<file path="config.mk">
export PLATFORM = sky130hd
export DESIGN_NAME = tmds_io_clocking
export DESIGN_NICKNAME = d
export VERILOG_FILES = /design/src/rtl/tmds_io_clocking.sv
export SDC_FILE = /design/constraint.sdc
export NUM_CORES = 1
export LEC_CHECK = 0
export BUFFER_PORTS_ARGS = -buffer_cell sky130_fd_sc_hd__buf_4
export CAP_MARGIN = 0
export CORE_UTILIZATION = 40
export DETAILED_ROUTE_END_ITERATION = 6
export HOLD_SLACK_MARGIN = 0.1
export SLEW_MARGIN = 15
export SYNTH_ARGS = -nofsm -noshare
export SYNTH_HDL_FRONTEND = slang
export SYNTH_SLANG_ARGS = --single-unit
</file>
<file path="constraint.sdc">
create_clock -name i_clk_io -period 1.78 [get_ports i_clk_io]
set_input_delay 0.178 -clock i_clk_io [delete_from_list [all_inputs] [get_ports i_clk_io]]
set_output_delay 0.178 -clock i_clk_io [all_outputs]
set_load 0.02 [all_outputs]
</file>
<file path="src/rtl/tmds_io_clocking.sv">
// TMDS I/O clocking: divided word clock, load strobe, synchronized lock
// qualification and an LSB-first parallel-to-serial shifter with a differential output pair.
module tmds_io_clocking #(
    parameter int unsigned DIVIDE       = 5,
    parameter int unsigned LOCK_STROBES = 4
) (
    input  logic              i_clk_io,
    input  logic              i_reset_n,
    input  logic              i_pll_locked,
    input  logic [DIVIDE-1:0] i_data_in,
    output logic              o_clk_div,
    output logic              o_serdes_strobe,
    output logic              o_lock,
    output logic              o_serdes_reset,
    output logic              o_ser_p,
    output logic              o_ser_n
);
    localparam int unsigned     CW       = (DIVIDE > 2) ? $clog2(DIVIDE) : 1;
    localparam logic [CW-1:0]   CNT_LAST = CW'(DIVIDE - 1);
    localparam logic [CW-1:0]   CNT_HALF = CW'((DIVIDE + 1) / 2);
    localparam logic [7:0]      LOCK_MAX = 8'(LOCK_STROBES);

    logic [CW-1:0]     r_cnt;
    logic [CW-1:0]     w_cnt_next;
    logic              r_clk_div;
    logic              r_strobe;
    logic [1:0]        r_sync;
    logic              w_locked_s;
    logic [7:0]        r_lock_cnt;
    logic              w_lock;
    logic              w_shift_clr;
    logic [DIVIDE-1:0] r_shift;

    always_comb begin
        w_cnt_next = (r_cnt == CNT_LAST) ? '0 : r_cnt + CW'(1);
    end

    // clk_div and strobe are registered from the next count so they describe the current phase
    always_ff @(posedge i_clk_io or negedge i_reset_n) begin
        if (!i_reset_n) begin
            r_cnt     <= '0;
            r_clk_div <= 1'b1;
            r_strobe  <= 1'b0;
        end else begin
            r_cnt     <= w_cnt_next;
            r_clk_div <= (w_cnt_next < CNT_HALF);
            r_strobe  <= (w_cnt_next == CNT_LAST);
        end
    end

    always_ff @(posedge i_clk_io or negedge i_reset_n) begin
        if (!i_reset_n) begin
            r_sync <= '0;
        end else begin
            r_sync <= {r_sync[0], i_pll_locked};
        end
    end

    assign w_locked_s = r_sync[1];

    always_ff @(posedge i_clk_io or negedge i_reset_n) begin
        if (!i_reset_n) begin
            r_lock_cnt <= '0;
        end else if (!w_locked_s) begin
            r_lock_cnt <= '0;
        end else if (r_strobe && (r_lock_cnt != LOCK_MAX)) begin
            r_lock_cnt <= r_lock_cnt + 8'd1;
        end
    end

    assign w_lock = (r_lock_cnt == LOCK_MAX);

    // Clearing on a low locked_s as well makes the shifter drop on the same edge as lock
    assign w_shift_clr = !w_lock || !w_locked_s;

    always_ff @(posedge i_clk_io or negedge i_reset_n) begin
        if (!i_reset_n) begin
            r_shift <= '0;
        end else if (w_shift_clr) begin
            r_shift <= '0;
        end else if (r_strobe) begin
            r_shift <= i_data_in;
        end else begin
            r_shift <= {1'b0, r_shift[DIVIDE-1:1]};
        end
    end

    assign o_clk_div       = r_clk_div;
    assign o_serdes_strobe = r_strobe;
    assign o_lock          = w_lock;
    assign o_serdes_reset  = ~w_lock;
    assign o_ser_p         = r_shift[0];
    assign o_ser_n         = ~r_shift[0];
endmodule

</file>
# Yosys cells after proc, flatten, opt, wreduce, memory -nomap -nowiden
# Index checks and enable logic that the tools add are counted.
[word_totals]
reg_bits = 20
input_bits = 8
[classes]
n_reduce_logical = 4
add_sub_neg = 2
bitwise = 2
n_lt_le_gt_ge = 1
n_eq_ne = 5
muxes = 5
[ops]
columns = ["op", "n"]
rows = [
  ["8-bit 2-to-1 mux", 2],
  ["5-bit 2-to-1 mux", 2],
  ["8-bit by 1-bit adder with 8-bit output (second input constant)", 1],
  ["8-bit by 3-bit equality test with 1-bit output (second input constant)", 1],
  ["8-bit by 3-bit inequality test with 1-bit output (second input constant)", 1],
  ["3-bit equality test (second input constant)", 2],
  ["3-bit by 1-bit adder with 3-bit output (second input constant)", 1],
  ["3-bit by 2-bit < comparator with 1-bit output (second input constant)", 1],
  ["3-bit 2-to-1 mux", 1],
  ["1-bit zero test", 2],
  ["2-bit by 1-bit inequality test with 1-bit output (second input constant)", 1],
  ["1-bit inverter", 2],
  ["1-bit logical AND", 1],
  ["1-bit logical OR", 1],
]

# Logic depth before layout (Yosys ltp)
# Gate-level depths: netlist of run 1.
[depth]
depth_word = 4
ltp_mapped = 5
mapped_depth_nobuf = 5

# Worst setup path after synthesis of run 1
# OpenSTA, ideal clock, no wires.
[synth_path]
path_kind = "register to output"
startpoint = "register r_lock_cnt[0]"
endpoint = "output port o_serdes_reset"
t_required_ns = 1.602
arrival_ns = 1.404
stages_incl_launch_ff = 6
path_slack_ns = 0.198
path_buffers = 0
cell_sequence = "dfrtp_1 inv_1 ha_1 nor4b_2 and3_1 inv_1"
[synth_via]
elab_chain_cells = 2
[synth_rtl]
columns = ["item", "line_no", "rtl"]
rows = [
  ["start: declaration", "29", "logic [7:0] r_lock_cnt;"],
  ["start signal: assignment", "67", "r_lock_cnt <= r_lock_cnt + 8'd1;"],
  ["8-bit by 3-bit equality test with 1-bit output", "71", "assign w_lock = (r_lock_cnt == LOCK_MAX);"],
  ["via o_lock", "13", "output logic o_lock,"],
  ["1-bit inverter", "91", "assign o_serdes_reset = ~w_lock;"],
  ["end: declaration", "14", "output logic o_serdes_reset,"],
]
# The timed path passes the listed nets, and every way through them passes these cells.

# Final worst setup path of run 1
[layout_path]
startpoint = "register r_lock_cnt[0]"
endpoint = "output port o_serdes_reset"
[layout_via]
elab_chain_cells = 2
[layout_rtl]
columns = ["item", "line_no"]
rows = [
  ["8-bit by 3-bit equality test with 1-bit output", "71"],
  ["1-bit inverter", "91"],
]
# Every way passes these cells.

==> results of run 1 <==
-- tightest hold or removal path: stages --
cell and delay (ns):
buf_4 0.07, mux2i_1 0.05, nor2_1 0.08
-- cell usage after synthesis (2+ instances only) --
cell type	n
dfrtp_1	19
mux2i_1	7
nand4_1	4
inv_1	10
nand3_1	2
nor2_1	7
nand2b_1	2
a21oi_1	7
buf_2	2
ha_1	4
nand2_1	7
-- metrics by stage --
stage | util [%] | cell area (sq um) | power [W] | instances
finish | 57.9 | 1180 | 0.000872 | 136
CTS | 55.9 | 1140 | 0.000876 | 133
floorplan | - | 907 | 0.000476 | 85
global placement | 50.7 | 1040 | 0.000498 | 124
global route | 57.9 | 1180 | 0.000900 | 136
detailed placement | 50.7 | 1040 | 0.000498 | 124
-- sequential cells by signal (all words and copies together) (netlist names) --
signal and count:
o_clk_div 1, o_serdes_strobe 1, r_cnt 3, r_lock_cnt 8, r_shift 5, r_sync 2
-- area by class of cell --
class                   instances  area [sq um]  area share [%]
flip-flops and latches         20           503            42.5
clock inverters                 1          30.0            2.54
well taps                      27          33.8            2.86
multi-input cells              53           379            32.1
clock buffers                   3          22.5            1.90
inverters                      10          37.5            3.17
repair buffers                 22           176            14.9
-- layer usage --
metal  global-route usage, %  vias to the layer above
met2                    26.8                       11
li1                        -                      340
met4                    5.71                        0
met3                    5.56                        2
met5                       0                        -
met1                    19.0                      343
-- worst max-delay path by stage --
stage | startpoint | end
5_1_grt | r_lock_cnt[0] | o_serdes_reset
3_5_place_dp | r_lock_cnt[0] | o_serdes_reset
3_3_place_gp | r_lock_cnt[0] | o_serdes_reset
6_report | r_lock_cnt[0] | o_serdes_reset
4_1_cts | r_lock_cnt[1] | o_serdes_reset
2_1_floorplan | r_lock_cnt[0] | o_serdes_reset
-- cells by family (layout without fill, tap and decap cells) --
group / count (synthesis) / in the layout / share of synthesized area (%)
buffers and inverters: 12 / 36 / 5.24
adder cells (fa/ha/maj): 4 / 4 / 5.52
flip-flops: 20 / 20 / 55.3
multiplexers: 7 / 7 / 7.72
AND/OR/NAND/NOR: 28 / 28 / 16.3
XOR/XNOR: 1 / 1 / 0.966
AO/OA/AOI/OAI: 13 / 13 / 8.97
-- power by group through the flow --
stage	clock [W]	combinational, W	sequential, W
floorplan	0	0.00000765	0.000468
global placement	0	0.0000292	0.000469
detailed placement	0	0.0000293	0.000469
CTS	0.000379	0.0000364	0.000460
global route	0.000397	0.0000423	0.000461
finish	0.000374	0.0000371	0.000460
-- timing repair --
| action | in CTS | in global routing |
|---|---|---|
| endpoints found under the setup margin | 2 | 2 |
| endpoints found under the hold margin | 22 | 0 |
| buffers inserted | 2 | 3 |
| cloned | 0 | 0 |
| resized for setup | 1 | 6 |
| hold buffers | 3 | 0 |
==> results.yml, run 1 <==
power_and_ir_drop:
  switching_share_pct: 19.2
  power_density_nw_per_um2: 737
  power_leakage_nw: 0.583
  power_frac_comb_pct: 4.3
  power_switching_w: 0.000167
  clkPwrFrac_pct: 42.9
  pwr-share-seq_pct: 52.8
  ir_drop_mv: 0.512
  power.internal_w: 0.000705
clock_tree:
  cts_tree: "yes"
  clock_latency_ns: 0.30
  cts_buffer_depth: 2
  cts-root-buf: "clkbuf_4"
  htreeDepth: 1
  clk_pin_slew_ns: 0.12
  clock_sinks: 20
  numCtsBuffers: 3
yosys:
  yosysSeqAreaShare_pct: 55.3
  ys_top_cells_by_area: "dfrtp_1, mux2i_1, ha_1"
  synth_area_sq_um: 907
  synth_edf_count: 0
  synth.top_cell.area_share_pct: 52.4
  synth_seq_cells: 20
  synth_flop_cell: "dfrtp_1"
  synth_area_per_cell_sq_um: 10.7
  synth_nets: 97
  yosysWarnings: 0
  async_flop_share_pct: 100
  yosys.area.top_type: "dfrtp_1"
  synth_cell_type_count: 25
  synth_cells: 85
timing:
  setup_tns_ns: 0
  slew_violations: 0
  slew-limit-headroom_pct: 77.3
  min_period_ns: 1.73
  tightest_slew_ns: 0.339
  finalHoldViolations: 0
  fin_ws_ns: 0.0489
  timing.fmax_mhz: 578
  hold-worst-slack_ns: 0.108
  setup_viol: 0
  finClkSkew_ns: 0.000997
  min_period_over_period_pct: 97.3
floorplanning:
  die_y_um: 49.6
  core-area_sq_um: 2040
  dieArea_sq_um: 2460
  fp.dieW_um: 49.6
  start_util_pct: 44.4
  ioPinCount: 14
  rows: 16
placement:
  dp_slack_ns: 0.167
  place_congestion: 0.766
  dp_hpwl_mm: 1.19
  io_buffers: 13
routing:
  drtIter0Drc: 10
  route.met3.wl_um: 60
  first_pass_iters: 4
  antenna_left: 0
  wl_met1_um: 835
  wl_mm: 1.81
  drt-vias-per-instance: 5.12
  post-route-drc-count: 0
  wl_per_cell_um: 13.3
  routed.top_layer: "met4"
  routed-wl-met2_um: 895
  dr_total_vias: 696
worst_setup_path:
  path_depth: 6
  critical_path_buf_inv_count: 3
  worst-path-max-fanout: 2
  required_ns: 1.60
  crit_family: "flip-flops"
  reg2reg_setup_slack_ns: 0.14
  r2r-start: "r_lock_cnt[0]"
  cp-start-kind: "flip-flop"
  r2r_end: "r_lock_cnt[1]"
  crit_path_cell_trace: "inv_2 > ha_4 > nor4b_4 > and3_1 > inv_1 > buf_6"
  cp_slowest_stage_delay_ns: 0.42
  endpoint_kind: "primary output"
  crit_slowest_cell: "dfrtp_1"
  reg2regPathDepth: 7
  critical_path_class: "reg -> out"
  cp_data_arrival_time_ns: 1.55
worst_hold_path:
  holdPathEnd: "r_shift[0]"
  whs_path_depth: 3
  hold_class: "in -> reg"
  min_from: "i_data_in[0]"
cells_and_area:
  nFillCells: 192
  nets: 122
  area_growth_pct: 30.3
  final_cell_mix: "buf_4, dfrtp_1, inv_1"
  diodes: 0
  drive_above_1_share_pct: 26.6
global_route:
  antenna_found_initial: 0
  overflow: 0
  grt_pass1_vias: 619
  grt_max_degree: 21
  grtUsageTotal_pct: 16.1
  grt_pass1_wl_mm: 2.86
flow_run:
  cap_violations: 0
outcome:
  status: "finished clean"
(Power assumes the default switching activity.)
==> run 2, diff against run 1 <==
CORE_UTILIZATION = 53   (was 40)
PLACE_DENSITY = 0.75   (was default)
==> run 2 against run 1 <==
  * The flow now finishes with violations (DRC)
  * Cell count decreased by 8.8%
  * Die area decreased by 24%
  * Sequential cell count unchanged
  * Clock skew about the same
  * Sequential share of layout area increased by 0.59 points
  * Maximum frequency increased by 0.56%
  * Largest power group unchanged
==> results.yml, run 2 (synthesis results as in run 1) <==
cells_and_area:
  reg.largest.list: "r_lock_cnt (8), r_shift (5), r_cnt (3)"
  layout_commonest_cell: "dfrtp_1"
  final_core_util_pct: 74.8
  final_cell_mix: "dfrtp_1, buf_4"
  stdcell_area_sq_um: 1170
  area_growth_pct: 28.6
  nets: 121
  drive_above_1_share_pct: 27.8
  largest_reg_flops: 8
  top_register: "r_lock_cnt"
  diodes: 0
clock_tree:
  clock_sinks: 20
  cts_buffer_depth: 2
  cts-root-buf: "clkbuf_4"
  clk_pin_slew_ns: 0.11
  numCtsBuffers: 3
  clock_latency_ns: 0.31
  htreeDepth: 1
  cts_tree: "yes"
floorplanning:
  start_util_pct: 58.2
  ioPinCount: 14
  dieArea_sq_um: 1880
  die_y_um: 43.4
  fp.dieW_um: 43.4
  rows: 14
  core-area_sq_um: 1560
timing:
  rsz0062_at_grt: "yes"
  min_period_ns: 1.72
  fin_ws_ns: 0.0585
  finClkSkew_ns: 0.000978
  tightest_slew_ns: 0.333
  slew_violations: 0
  setup_tns_ns: 0
  setup_viol: 0
  slew-limit-headroom_pct: 77.7
  timing.fmax_mhz: 581
  min_period_over_period_pct: 96.7
  finalHoldViolations: 0
global_route:
  grtUsageTotal_pct: 19.9
  antenna_found_initial: 0
  grt_max_degree: 21
  grt_pass1_wl_mm: 2.68
  grt_pass1_vias: 619
  overflow: 0
worst_setup_path:
  r2r-start: "r_lock_cnt[1]"
  crit_top_cell: "inv_2"
  required_ns: 1.60
  critical_path_class: "reg -> out"
  endpoint_kind: "primary output"
  reg2regPathDepth: 6
  r2r_end: "r_lock_cnt[0]"
  cp-start-kind: "flip-flop"
  worst-path-max-fanout: 4
  crit_path_cell_trace: "inv_2 > ha_4 > nor4b_4 > and3_4 > inv_2 > buf_6"
  crit_slowest_cell: "dfrtp_2"
  reg2reg_setup_slack_ns: 0.28
  cp_slowest_stage_delay_ns: 0.45
  cp_data_arrival_time_ns: 1.54
  crit_family: "flip-flops"
  critical_path_buf_inv_count: 3
routing:
  drtIter0Drc: 14
  wl_per_cell_um: 12.4
  first_pass_iters: 6
  drt-vias-per-instance: 5.50
  post-route-drc-count: 2
  antenna_left: 0
  dr_total_vias: 682
  wl_mm: 1.54
power_and_ir_drop:
  clkPwrFrac_pct: 42.9
  switching_share_pct: 19.1
  power_density_nw_per_um2: 747
  power.internal_w: 0.000705
  ir_drop_mv: 0.560
  power_switching_w: 0.000166
  power_leakage_nw: 0.576
  pwr-share-seq_pct: 52.9
  power_frac_comb_pct: 4.2
  p_total_w: 0.000871
worst_hold_path:
  holdPathEnd: "r_shift[1]"
  whs_path_depth: 3
  min_from: "i_data_in[1]"
  hold_class: "in -> reg"
placement:
  io_buffers: 13
  dp_hpwl_mm: 1.03
  dpl-instance-area_sq_um: 1020
  place_congestion: 0.839
  dp_slack_ns: 0.198
outcome:
  status: "finished, violations left"
  violations: "DRC"
flow_run:
  cap_violations: 0
==> run 2: cell types whose count changed in the layout (fill, tap and decap cells not counted), sizes merged <==
cell and change:
buf -1
==> run 2: worst register-to-register path, stage by stage (launching register included) <==
cell,delay [ns]
dfrtp_1,0.41
inv_2,0.06
ha_4,0.15
nor4b_4,0.12
buf_4,0.15
a31oi_1,0.31
mux2i_1,0.22
==> run 2: layer usage <==
layer  track usage, %  share of wire (%)  up-vias
met3             8.75                6.0        4
li1                 -                  -      336
met2             31.5                 47       20
met5                0                  0        -
met4             7.50                1.4        0
met1             24.1                 46      322
==> run 2: per-stage QoR <==
step / hold WS, ns / instances
after CTS: 0.100 / 121
after floorplan: -0.118 / 85
final: 0.101 / 124
after detailed placement: 0.0679 / 113
after global routing: 0.102 / 124
after global placement: 0.0666 / 113
==> run 2: worst max path at each step <==
stage | depth (start not counted) | to | start | slack (ns)
after global placement | 6 | o_serdes_reset | r_lock_cnt[0] | 0.21
after global routing | 6 | o_serdes_reset | r_lock_cnt[0] | -0.03
after floorplan | 5 | o_serdes_reset | r_lock_cnt[0] | 0.20
after CTS | 6 | o_serdes_reset | r_lock_cnt[0] | 0.01
after detailed placement | 6 | o_serdes_reset | r_lock_cnt[0] | 0.20
final | 6 | o_serdes_reset | r_lock_cnt[0] | 0.06
==> run 2: power by group through the flow <==
stage / logic [W] / registers [W] / clock network [W]
after global routing: 0.0000410 / 0.000461 / 0.000400
after global placement: 0.0000288 / 0.000469 / 0
after floorplan: 0.00000765 / 0.000468 / 0
after CTS: 0.0000354 / 0.000460 / 0.000382
final: 0.0000364 / 0.000460 / 0.000374
after detailed placement: 0.0000289 / 0.000469 / 0
==> run 2: area by class of cell <==
cell class / count / area (sq um)
flip-flops and latches: 20 / 503
fillers: 104 / 393
multi-input cells: 53 / 384
repair buffers: 21 / 169
inverters: 10 / 37.5
clock inverters: 1 / 30.0
clock buffers: 3 / 22.5
well taps: 16 / 20.0
==> run 2: timing repair <==
item | CTS | global route
endpoints found under the hold margin | 22 | 0
pin swaps | 0 | 1
hold buffers | 3 | 0
endpoints found under the setup margin | 2 | 2
resized for setup | 1 | 8
buffers inserted | 1 | 3
